--- src/rtl/iter_divider.sv ---
// Multi-cycle restoring radix-2 integer divider shared by both issue slots.
// Works on operand magnitudes, then applies the quotient/remainder signs in a fix-up cycle.
module iter_divider #(
  parameter int DATA_WIDTH = 32
) (
  input  logic                  clk,
  input  logic                  reset,
  input  logic                  div,
  input  logic                  div_signed,
  input  logic [DATA_WIDTH-1:0] x,
  input  logic [DATA_WIDTH-1:0] y,
  input  logic                  exception,
  output logic [DATA_WIDTH-1:0] s,
  output logic [DATA_WIDTH-1:0] r,
  output logic                  complete,
  output logic                  busy
);

  localparam int W  = DATA_WIDTH;
  localparam int CW = $clog2(W);
  localparam logic [CW-1:0] LAST_STEP = CW'(W - 1);

  typedef enum logic [2:0] {
    ST_IDLE = 3'd0,
    ST_CALC = 3'd1,
    ST_FIX  = 3'd2,
    ST_DONE = 3'd3,
    ST_WAIT = 3'd4
  } state_t;

  function automatic logic [W-1:0] twos_neg(input logic [W-1:0] v);
    return ~v + {{(W-1){1'b0}}, 1'b1};
  endfunction

  state_t        state_r, state_s;
  logic [CW-1:0] cnt_r;
  logic          armed_r;
  logic          q_neg_r, r_neg_r, y_zero_r;
  logic [W-1:0]  x_raw_r, dvd_r, dvs_r, rem_r;
  logic [W-1:0]  s_r, r_r;

  logic          accept_s, x_neg_s, y_neg_s, ge_s;
  logic [W:0]    rem_shift_s, diff_s;
  logic [W-1:0]  rem_next_s, s_fix_s, r_fix_s;

  assign accept_s = (state_r == ST_IDLE) && div && armed_r && !exception;
  assign x_neg_s  = div_signed & x[W-1];
  assign y_neg_s  = div_signed & y[W-1];

  // Next-state logic; a flush always returns to IDLE.
  always_comb begin
    state_s = state_r;
    if (exception) begin
      state_s = ST_IDLE;
    end else begin
      case (state_r)
        ST_IDLE: state_s = (div && armed_r) ? ST_CALC : ST_IDLE;
        ST_CALC: state_s = (cnt_r == LAST_STEP) ? ST_FIX : ST_CALC;
        ST_FIX:  state_s = ST_DONE;
        ST_DONE: state_s = div ? ST_WAIT : ST_IDLE;
        ST_WAIT: state_s = div ? ST_WAIT : ST_IDLE;
        default: state_s = ST_IDLE;
      endcase
    end
  end

  // One restoring step plus the sign/divide-by-zero fix-up of the result.
  always_comb begin
    rem_shift_s = {rem_r, dvd_r[W-1]};
    diff_s      = rem_shift_s - {1'b0, dvs_r};
    // The borrow bit says whether the divisor fit into the shifted remainder.
    ge_s        = ~diff_s[W];
    rem_next_s  = ge_s ? diff_s[W-1:0] : rem_shift_s[W-1:0];
    if (y_zero_r) begin
      s_fix_s = {W{1'b1}};
      r_fix_s = x_raw_r;
    end else begin
      s_fix_s = q_neg_r ? twos_neg(dvd_r) : dvd_r;
      r_fix_s = r_neg_r ? twos_neg(rem_r) : rem_r;
    end
  end

  // State and request-arming register.
  always_ff @(posedge clk) begin
    if (reset) begin
      state_r <= ST_IDLE;
      armed_r <= 1'b1;
    end else begin
      state_r <= state_s;
      if (exception || !div) begin
        armed_r <= 1'b1;
      end else if (state_s == ST_DONE) begin
        armed_r <= 1'b0;
      end else begin
        armed_r <= armed_r;
      end
    end
  end

  // Operand capture, iteration datapath and result registers.
  always_ff @(posedge clk) begin
    if (reset) begin
      cnt_r    <= {CW{1'b0}};
      q_neg_r  <= 1'b0;
      r_neg_r  <= 1'b0;
      y_zero_r <= 1'b0;
      x_raw_r  <= {W{1'b0}};
      dvd_r    <= {W{1'b0}};
      dvs_r    <= {W{1'b0}};
      rem_r    <= {W{1'b0}};
      s_r      <= {W{1'b0}};
      r_r      <= {W{1'b0}};
    end else begin
      case (state_r)
        ST_IDLE: begin
          if (accept_s) begin
            cnt_r    <= {CW{1'b0}};
            q_neg_r  <= x_neg_s ^ y_neg_s;
            r_neg_r  <= x_neg_s;
            y_zero_r <= (y == {W{1'b0}});
            x_raw_r  <= x;
            dvd_r    <= x_neg_s ? twos_neg(x) : x;
            dvs_r    <= y_neg_s ? twos_neg(y) : y;
            rem_r    <= {W{1'b0}};
          end
        end
        ST_CALC: begin
          // Dividend shifts out at the top while quotient bits enter at the bottom.
          rem_r <= rem_next_s;
          dvd_r <= {dvd_r[W-2:0], ge_s};
          cnt_r <= cnt_r + {{(CW-1){1'b0}}, 1'b1};
        end
        ST_FIX: begin
          if (!exception) begin
            s_r <= s_fix_s;
            r_r <= r_fix_s;
          end
        end
        default: begin
        end
      endcase
    end
  end

  assign s        = s_r;
  assign r        = r_r;
  assign complete = (state_r == ST_DONE) && !exception;
  assign busy     = (state_r == ST_CALC) || (state_r == ST_FIX);

endmodule

--- config.mk ---
export PLATFORM = sky130hd
export DESIGN_NAME = iter_divider
export DESIGN_NICKNAME = d
export VERILOG_FILES = /design/src/rtl/iter_divider.sv
export SDC_FILE = /design/constraint.sdc
export NUM_CORES = 1
export LEC_CHECK = 0
export ABC_AREA = 0
export CELL_PAD_IN_SITES_DETAIL_PLACEMENT = 1
export CELL_PAD_IN_SITES_GLOBAL_PLACEMENT = 1
export CORE_MARGIN = 2
export CORE_UTILIZATION = 46
export CTS_CLUSTER_DIAMETER = 30
export CTS_CLUSTER_SIZE = 20
export DETAILED_ROUTE_END_ITERATION = 10
export GPL_ROUTABILITY_DRIVEN = 0
export HOLD_SLACK_MARGIN = 0.15
export MAX_ROUTING_LAYER = met4
export PLACE_DENSITY_LB_ADDON = 0.1
export SKIP_LAST_GASP = 1
export SYNTH_ARGS = -nofsm -noshare
export SYNTH_HDL_FRONTEND = slang
export SYNTH_SLANG_ARGS = --single-unit
--- constraint.sdc ---
create_clock -name clk -period 6 [get_ports clk]
set_input_delay 1.5 -clock clk [delete_from_list [all_inputs] [get_ports clk]]
set_output_delay 1.5 -clock clk [all_outputs]
set_load 0.02 [all_outputs]
==> results of run 1 <==
==> synth_stat cells, drive strengths merged, types with 14 or more instances <==
cell type,instances
nand3,18
nor4,16
dfxtp,204
or4,14
a21oi,151
o41ai,19
a22oi,29
nand4,34
xnor2,62
a211oi,58
nor2,122
nor3,24
xor2,78
ha,38
inv,51
nand2,290
o21ai,60
o31ai,22
nand2b,18
or3,14
clkbuf,111
o211ai,56
==> metrics by stage <==
step / area (um^2) / power [uW]
floorplan: 12400 / 1840
global placement: 13800 / 2020
detailed placement: 13800 / 2040
CTS: 15600 / 4820
global route: 15600 / 4960
finish: 15600 / 4810
==> area by class of cell <==
class / count / area, um^2
Antenna cell: 2 / 5.00
Multi-Input combinational cell: 1263 / 7680
Inverter: 51 / 191
Clock buffer: 62 / 1380
Tap cell: 335 / 419
Timing Repair Buffer: 149 / 1450
Fill cell: 3187 / 10600
Sequential cell: 204 / 4080
Clock inverter: 26 / 367
==> cell families (layout without fill, tap and decap cells) <==
kind of cell	after synthesis	in the layout	synth area share
simple gates	604	604	0.224
mux	5	5	0.00415
flops	204	204	0.330
buf+inv	166	288	0.0506
xor+xnor	140	140	0.0992
fa+ha+maj	39	39	0.0401
other cells	0	2	0
compound gates	475	475	0.251
==> sequential cells by signal, summed over array words and instances, names as in the netlist <==
register  cells
r            32
s            32
cnt_r         5
y_zero_r      1
state_r       3
rem_r        32
dvd_r        32
q_neg_r       1
armed_r       1
dvs_r        32
r_neg_r       1
x_raw_r      32
==> worst paths after layout <==
check | start | to | slack [ns]
setup / recovery | exception | complete | 1.61
hold / removal | x_raw_r[8] | x_raw_r[8] | 0.45
setup reg to reg | dvd_r[31] | rem_r[18] | 2.17
hold reg to reg | x_raw_r[8] | x_raw_r[8] | 0.45
==> critical path, cell delays in order <==
cell,delay (ns)
clkdlybuf4s50_1,0.54
nor3_1,0.22
clkdlybuf4s50_1,0.63
==> layer usage <==
metal | up-vias | GRT usage | wire length [um]
li1 | 6034 | - | -
met1 | 6283 | 0.425 | 20500
met2 | 375 | 0.490 | 20200
met3 | 95 | 0.0491 | 2460
met4 | 0 | 0.112 | 1190
met5 | - | - | 0
==> power by group through the flow <==
stage          sequential (uW)  combinational (uW)  clock (uW)
2_1_floorplan             1450                 385           0
3_3_place_gp              1470                 551           0
6_report                  1450                 583        2780
5_1_grt                   1450                 640        2870
3_5_place_dp              1470                 566           0
4_1_cts                   1450                 577        2790
==> results.py, run 1 <==
metrics = {
    "min_path": {
        "whs_path_depth": 2,
        "hp-class": "flop to flop",
    },
    "timing": {
        "fin_crit_ns": 4.39,
        "drv_slew": 0,
        "hold_violations": 0,
        "hold_slack_ns": 0.455,
        "final.setup.worst_slack_ns": 1.61,
        "slew_headroom": 0.267,
        "fin_skew_ns": 0.0224,
        "fmax_mhz": 228,
        "tightest_slew_ns": 1.10,
        "finalCritPeriodShare": 0.732,
        "tns_ns": 0,
        "finalSetupViolations": 0,
        "grt_setup_unrepaired": "false",
    },
    "yosys": {
        "ys_ff_latch": 204,
        "netlist.area_leader.share": 0.330,
        "netlist_area_um2": 12400,
        "yosysSeqAreaShare": 0.330,
        "ys_async_sr_fraction": 0,
        "syn-num-nets": 1741,
        "synth_edf_count": 0,
        "netlist_instances": 1633,
        "syn-mean-instance-area_um2": 7.57,
        "synth_flop_cell": "dfxtp_1",
        "synth.distinct_cells": 63,
        "yosysTopAreaCell": "dfxtp_1",
        "yosysWarnings": 0,
        "synth.area.top_cells": "dfxtp_1 33%, nand2_1 8.8%, a21oi_1 6.1%",
    },
    "power": {
        "power.internal_uw": 3570,
        "sw_frac_of_total": 0.257,
        "clockPowerShare": 0.577,
        "power_frac_seq": 0.301,
        "comb_power_share": 0.121,
        "power_switching_uw": 1240,
        "leakagePower_uw": 0.00574,
        "peakVddDrop_mv": 0.333,
        "p_per_area_nw_per_um2": 309,
    },
    "cells_and_area": {
        "mostFrequentLayoutCells": "290 x nand2_1, 204 x dfxtp_1, 151 x a21oi_1, 133 x clkdlybuf4s50_1, 119 x nor2_1",
        "fin_cells": 2092,
        "syn_to_final_growth_pct": 26.0,
        "fin_util": 0.594,
        "finalNetCount": 1827,
        "layout-drive-gt1-share": 0.0689,
        "final_common_cell": "nand2_1",
    },
    "cts": {
        "post_cts_buffers": 0,
        "cts_tree": "built",
        "clock_latency_ns": 0.54,
        "cts.sinks": 204,
        "cts-root-buf": "clkbuf_16",
        "htree_levels": 2,
        "clock_path_buffers": 3,
        "cts_buffers": 50,
        "path_clk_slew_ns": 0.04,
        "cts_hold_buf": 0,
        "ctsResizeCount": 0,
    },
    "die": {
        "initial_utilization": 0.472,
        "die_x_um": 168,
        "core-area_um2": 26200,
        "ios": 135,
        "die_area_um2": 28200,
        "die_h_um": 168,
        "num_rows": 59,
    },
    "placed_design": {
        "port_buffers": 134,
        "dp_hpwl_um": 30700,
        "dp_slack_ns": 1.51,
        "dp_cells": 2002,
    },
    "global_route": {
        "gr-usage-all-layers": 0.318,
        "overflow": 0,
        "grt_pass1_vias": 12900,
        "antenna_found_initial": 2,
        "grt_max_degree": 98,
        "grt_pass1_wl_um": 70600,
    },
    "drt": {
        "dr.pass1.iters": 5,
        "drt-total-wl_um": 44300,
        "routedWlPerCell_um": 21.2,
        "drtIter0Drc": 1032,
        "antenna_left": 0,
        "vias_per_cell": 6.11,
        "post-route-drc-count": 0,
        "num_vias": 12800,
    },
    "worst_setup_path": {
        "critical_path_required_ns": 4.50,
        "endpoint_kind": "output pin",
        "cp-start-kind": "primary input",
        "critical_path_class": "primary input to output pin",
        "critPathArrivalTime_ns": 2.89,
        "r2r_cells": 12,
        "path_max_fanout": 7,
    },
    "run_status": {
        "status": "finished clean",
    },
    "flow_run": {
        "drv_cap": 0,
    },
}
(Power assumes the default switching activity.)
==> inputs of run 2 (changes only) <==
- CORE_UTILIZATION: 46 -> 42
- clock period: 6 -> 4.4 ns (I/O delays scaled with it)
==> run 2 against run 1 <==
Against the previous run:
- non-clock buffer count grew 13
- setup slack worse by 0.79 ns
- via count decreased by 2.2%
- die area rose by 9.3%
- sequential cell count is the same
- largest power group unchanged
- critical endpoint unchanged
- routed wire length down 4.5%
- sequential power up 36%
==> results.py, run 2 (same netlist as run 1, synthesis figures left out) <==
metrics = {
    "run_status": {
        "status": "finished clean",
    },
    "global_route": {
        "grt_pass1_vias": 12600,
        "overflow": 0,
        "grt_pass1_wl_um": 68200,
        "gr-usage-all-layers": 0.280,
        "grt_max_degree": 61,
        "antenna_found_initial": 0,
    },
    "cells_and_area": {
        "fin_cells": 2167,
        "fillers": 3453,
        "layout-drive-gt1-share": 0.0808,
        "finalNetCount": 1845,
        "mostFrequentLayoutCells": "290 x nand2_1, 204 x dfxtp_1, 151 x a21oi_1, 133 x clkdlybuf4s50_1, 119 x nor2_1",
        "final_common_cell": "nand2_1",
        "diodes": 0,
        "design_area_um2": 15900,
        "syn_to_final_growth_pct": 29.0,
    },
    "power": {
        "leakagePower_uw": 0.00590,
        "peakVddDrop_mv": 0.329,
        "p_per_area_nw_per_um2": 432,
    },
    "placed_design": {
        "port_buffers": 134,
        "dpl_cell_area_um2": 14000,
        "dp_cells": 2064,
        "dp_hpwl_um": 30500,
    },
    "timing": {
        "finalCritPeriodShare": 0.814,
        "hold_violations": 0,
        "tightest_slew_ns": 1.14,
        "tns_ns": 0,
        "fin_crit_ns": 3.58,
        "fin_skew_ns": 0.0274,
        "grt_setup_unrepaired": "false",
        "drv_slew": 0,
        "fmax_mhz": 279,
        "hold_slack_ns": 0.454,
        "finalSetupViolations": 0,
        "slew_headroom": 0.237,
    },
    "cts": {
        "clock_path_buffers": 3,
        "cts_hold_buf": 0,
        "cts_tree": "built",
        "cts_buffers": 55,
        "post_cts_buffers": 0,
        "cts.sinks": 204,
        "path_clk_slew_ns": 0.04,
        "htree_levels": 2,
        "cts-root-buf": "clkbuf_16",
        "clock_latency_ns": 0.57,
        "ctsResizeCount": 0,
    },
    "drt": {
        "num_vias": 12500,
        "drt-total-wl_um": 42300,
        "post-route-drc-count": 0,
        "drtIter0Drc": 617,
        "vias_per_cell": 5.77,
        "antenna_left": 0,
        "routedWlPerCell_um": 19.5,
        "dr.pass1.iters": 5,
    },
    "worst_setup_path": {
        "endpoint_kind": "output pin",
        "path_max_fanout": 7,
        "critPathArrivalTime_ns": 2.48,
        "critical_path_class": "primary input to output pin",
        "reg2reg_slack_ns": 0.84,
        "cp-start-kind": "primary input",
        "critical_path_required_ns": 3.30,
    },
    "die": {
        "initial_utilization": 0.428,
        "ios": 135,
        "die_x_um": 176,
        "num_rows": 62,
        "core-area_um2": 28900,
        "die_h_um": 176,
        "die_area_um2": 30800,
    },
    "flow_run": {
        "drv_cap": 0,
    },
    "min_path": {
        "hp-class": "flop to flop",
    },
}
run 2: cell type report:
type                    count  area (um^2)  share of cell area
well taps                 384          480              0.0301
flip-flops and latches    204         4080               0.256
clock buffers              75         1560              0.0979
multi-input cells        1263         7680               0.481
clock inverters            28          389              0.0244
repair buffers            162         1560              0.0979
inverters                  51          191              0.0120
run 2: worst paths after layout:
| check | end | cells after the start | from |
|---|---|---|---|
| worst max-delay path | complete | 3 | exception |
| worst max register to register | s[30] | 10 | dvd_r[0] |
| worst min register to register | r[5] | 2 | r[5] |
| worst min-delay path | r[5] | 2 | r[5] |
run 2: through the flow:
stage | worst slack (ns) | power [uW] | util
4_1_cts | 0.802 | 6930 | 0.553
6_report | 0.818 | 6880 | 0.553
3_5_place_dp | 0.466 | 2780 | 0.485
5_1_grt | 0.755 | 7120 | 0.553
2_1_floorplan | 1.15 | 2500 | -
3_3_place_gp | 0.543 | 2770 | 0.485
run 2: worst max-delay path, stage by stage:
cell             delay [ns]
clkdlybuf4s50_1        0.53
nor3_1                 0.22
clkdlybuf4s50_1        0.63
run 2: layer usage:
layer  vias to the layer above  track usage  routed length, um
met2                       271        0.474              20600
met5                         -            -                  0
met4                         0        0.106               1540
met1                      6047        0.341              18600
met3                       100       0.0344               1440
li1                       6089            -                  -
run 2: power breakdown:
part	leakage (uW)	switching [uW]	internal, uW
sequential	0.00166	58.0	1910
combinational	0.00330	481	311
clock	0.000948	1240	2880
==> inputs of run 3 (changes only) <==
- clock period: 4.4 -> 3.4 ns (I/O delays scaled with it)
==> run 3 against run 2 <==
Against the previous run:
- register-to-register slack got worse by 0.59 ns
- first-iteration DRC count rose by 30%
- clock skew fell by 0.0069 ns
- via count rose by 2.7%
- critical path type is now flop to flop
- highest routed layer unchanged
==> results.py, run 3 (same netlist as run 1, synthesis figures left out) <==
metrics = {
    "run_status": {
        "status": "finished clean",
    },
    "timing": {
        "hold_violations": 0,
        "slew_headroom": 0.266,
        "fin_skew_ns": 0.0204,
        "finalCritPeriodShare": 0.927,
        "finalSetupViolations": 0,
        "grt_setup_unrepaired": "false",
        "fin_crit_ns": 3.15,
        "tightest_slew_ns": 1.10,
        "drv_slew": 0,
        "fmax_mhz": 317,
    },
    "cts": {
        "cts_tree": "built",
        "cts_buffers": 54,
        "clock_path_buffers": 3,
        "cts-root-buf": "clkbuf_16",
        "clock_latency_ns": 0.56,
        "cts_hold_buf": 0,
        "path_clk_slew_ns": 0.04,
        "htree_levels": 2,
        "cts.sinks": 204,
    },
    "global_route": {
        "grt_pass1_wl_um": 69500,
        "grt_pass1_vias": 13200,
        "antenna_found_initial": 0,
        "gr-usage-met3": 0.0359,
        "met2_usage": 0.496,
        "gr-usage-all-layers": 0.285,
        "grt_max_degree": 76,
        "busiest_layer": "met2",
        "overflow": 0,
        "grt_use_met1": 0.339,
    },
    "cells_and_area": {
        "fin_util": 0.566,
        "fin_cells": 2217,
        "diodes": 0,
        "syn_to_final_growth_pct": 32.1,
        "layout-drive-gt1-share": 0.109,
        "mostFrequentLayoutCells": "290 x nand2_1, 204 x dfxtp_1, 151 x a21oi_1, 133 x clkdlybuf4s50_1, 119 x nor2_1",
        "final_common_cell": "nand2_1",
        "finalNetCount": 1895,
    },
    "placed_design": {
        "dp_cells": 2115,
        "port_buffers": 134,
        "dp_hpwl_um": 30700,
    },
    "power": {
        "leakagePower_uw": 0.00615,
        "comb_power_share": 0.122,
        "p_per_area_nw_per_um2": 546,
        "peakVddDrop_mv": 0.404,
        "power_frac_seq": 0.286,
        "power.total_uw": 8910,
        "power_switching_uw": 2330,
        "power.internal_uw": 6570,
        "sw_frac_of_total": 0.262,
        "clockPowerShare": 0.592,
    },
    "min_path": {
        "hp-class": "flop to flop",
    },
    "die": {
        "die_area_um2": 30800,
        "ios": 135,
        "num_rows": 62,
        "core-area_um2": 28900,
        "die_h_um": 176,
        "die_x_um": 176,
        "initial_utilization": 0.428,
    },
    "worst_setup_path": {
        "critical_path_required_ns": 3.84,
        "critical_path_class": "flop to flop",
        "endpoint_kind": "flop",
        "critPathArrivalTime_ns": 3.59,
        "path_max_fanout": 4,
        "cp-start-kind": "flop",
    },
    "drt": {
        "dr.pass1.iters": 5,
        "vias_per_cell": 5.79,
        "routedWlPerCell_um": 19.5,
        "antenna_left": 0,
        "drt-total-wl_um": 43200,
        "num_vias": 12800,
        "post-route-drc-count": 0,
        "drtIter0Drc": 805,
    },
    "flow_run": {
        "drv_cap": 0,
    },
}
## run 3: worst paths after layout
check | from | endpoint | slack, ns | cells past startpoint
max reg2reg | rem_r[10] | r[31] | 0.25 | 8
min | r[5] | r[5] | 0.45 | 2
min reg2reg | r[5] | r[5] | 0.45 | 2
max | rem_r[10] | r[31] | 0.25 | 8
## run 3: cell type report
class / count / area, um^2
inverter: 51 / 191
tap: 384 / 480
fill: 3492 / 12500
clock buffer: 69 / 1510
clock inverter: 33 / 407
sequential: 204 / 4080
multi-input combinational: 1263 / 7680
timing repair buffer: 213 / 1970
## run 3: power by group through the flow
stage	clock network (uW)	logic, uW	registers (uW)
detailed placement	0	1070	2590
floorplan	0	679	2560
global placement	0	1040	2580
global route	5480	1190	2550
CTS	5330	1080	2550
finish	5270	1090	2550
## run 3: per-layer routing
metal  share of wire  routed length [um]
met1            0.43               18400
met2            0.50               21500
met3           0.042                1800
met4           0.033                1420
met5               0                   0
## run 3: per-stage QoR
| step | instance area, um^2 | setup TNS [ns] | hold WS, ns | setup WS, ns |
|---|---|---|---|---|
| after CTS | 16300 | 0 | 0.457 | 0.123 |
| after global placement | 14400 | -0.00564 | 0.444 | -0.00564 |
| final | 16300 | 0 | 0.454 | 0.248 |
| after floorplan | 12400 | 0 | 0.431 | 0.397 |
| after detailed placement | 14400 | -0.487 | 0.449 | -0.120 |
| after global routing | 16300 | 0 | 0.480 | 0.0803 |
## run 3: what timing repair did
action | in CTS | in global routing
buffers inserted | 0 | 0
setup endpoints to repair | 0 | 17
resized for setup | 0 | 2
## run 3: critical path, stage by stage, from the launching register on
cell	delay (ns)
dfxtp_1	0.30
or4_4	0.55
or4_4	0.44
or4_1	0.53
or3_4	0.41
o31ai_4	0.19
xnor2_1	0.20
nor2_1	0.13
o41ai_1	0.28
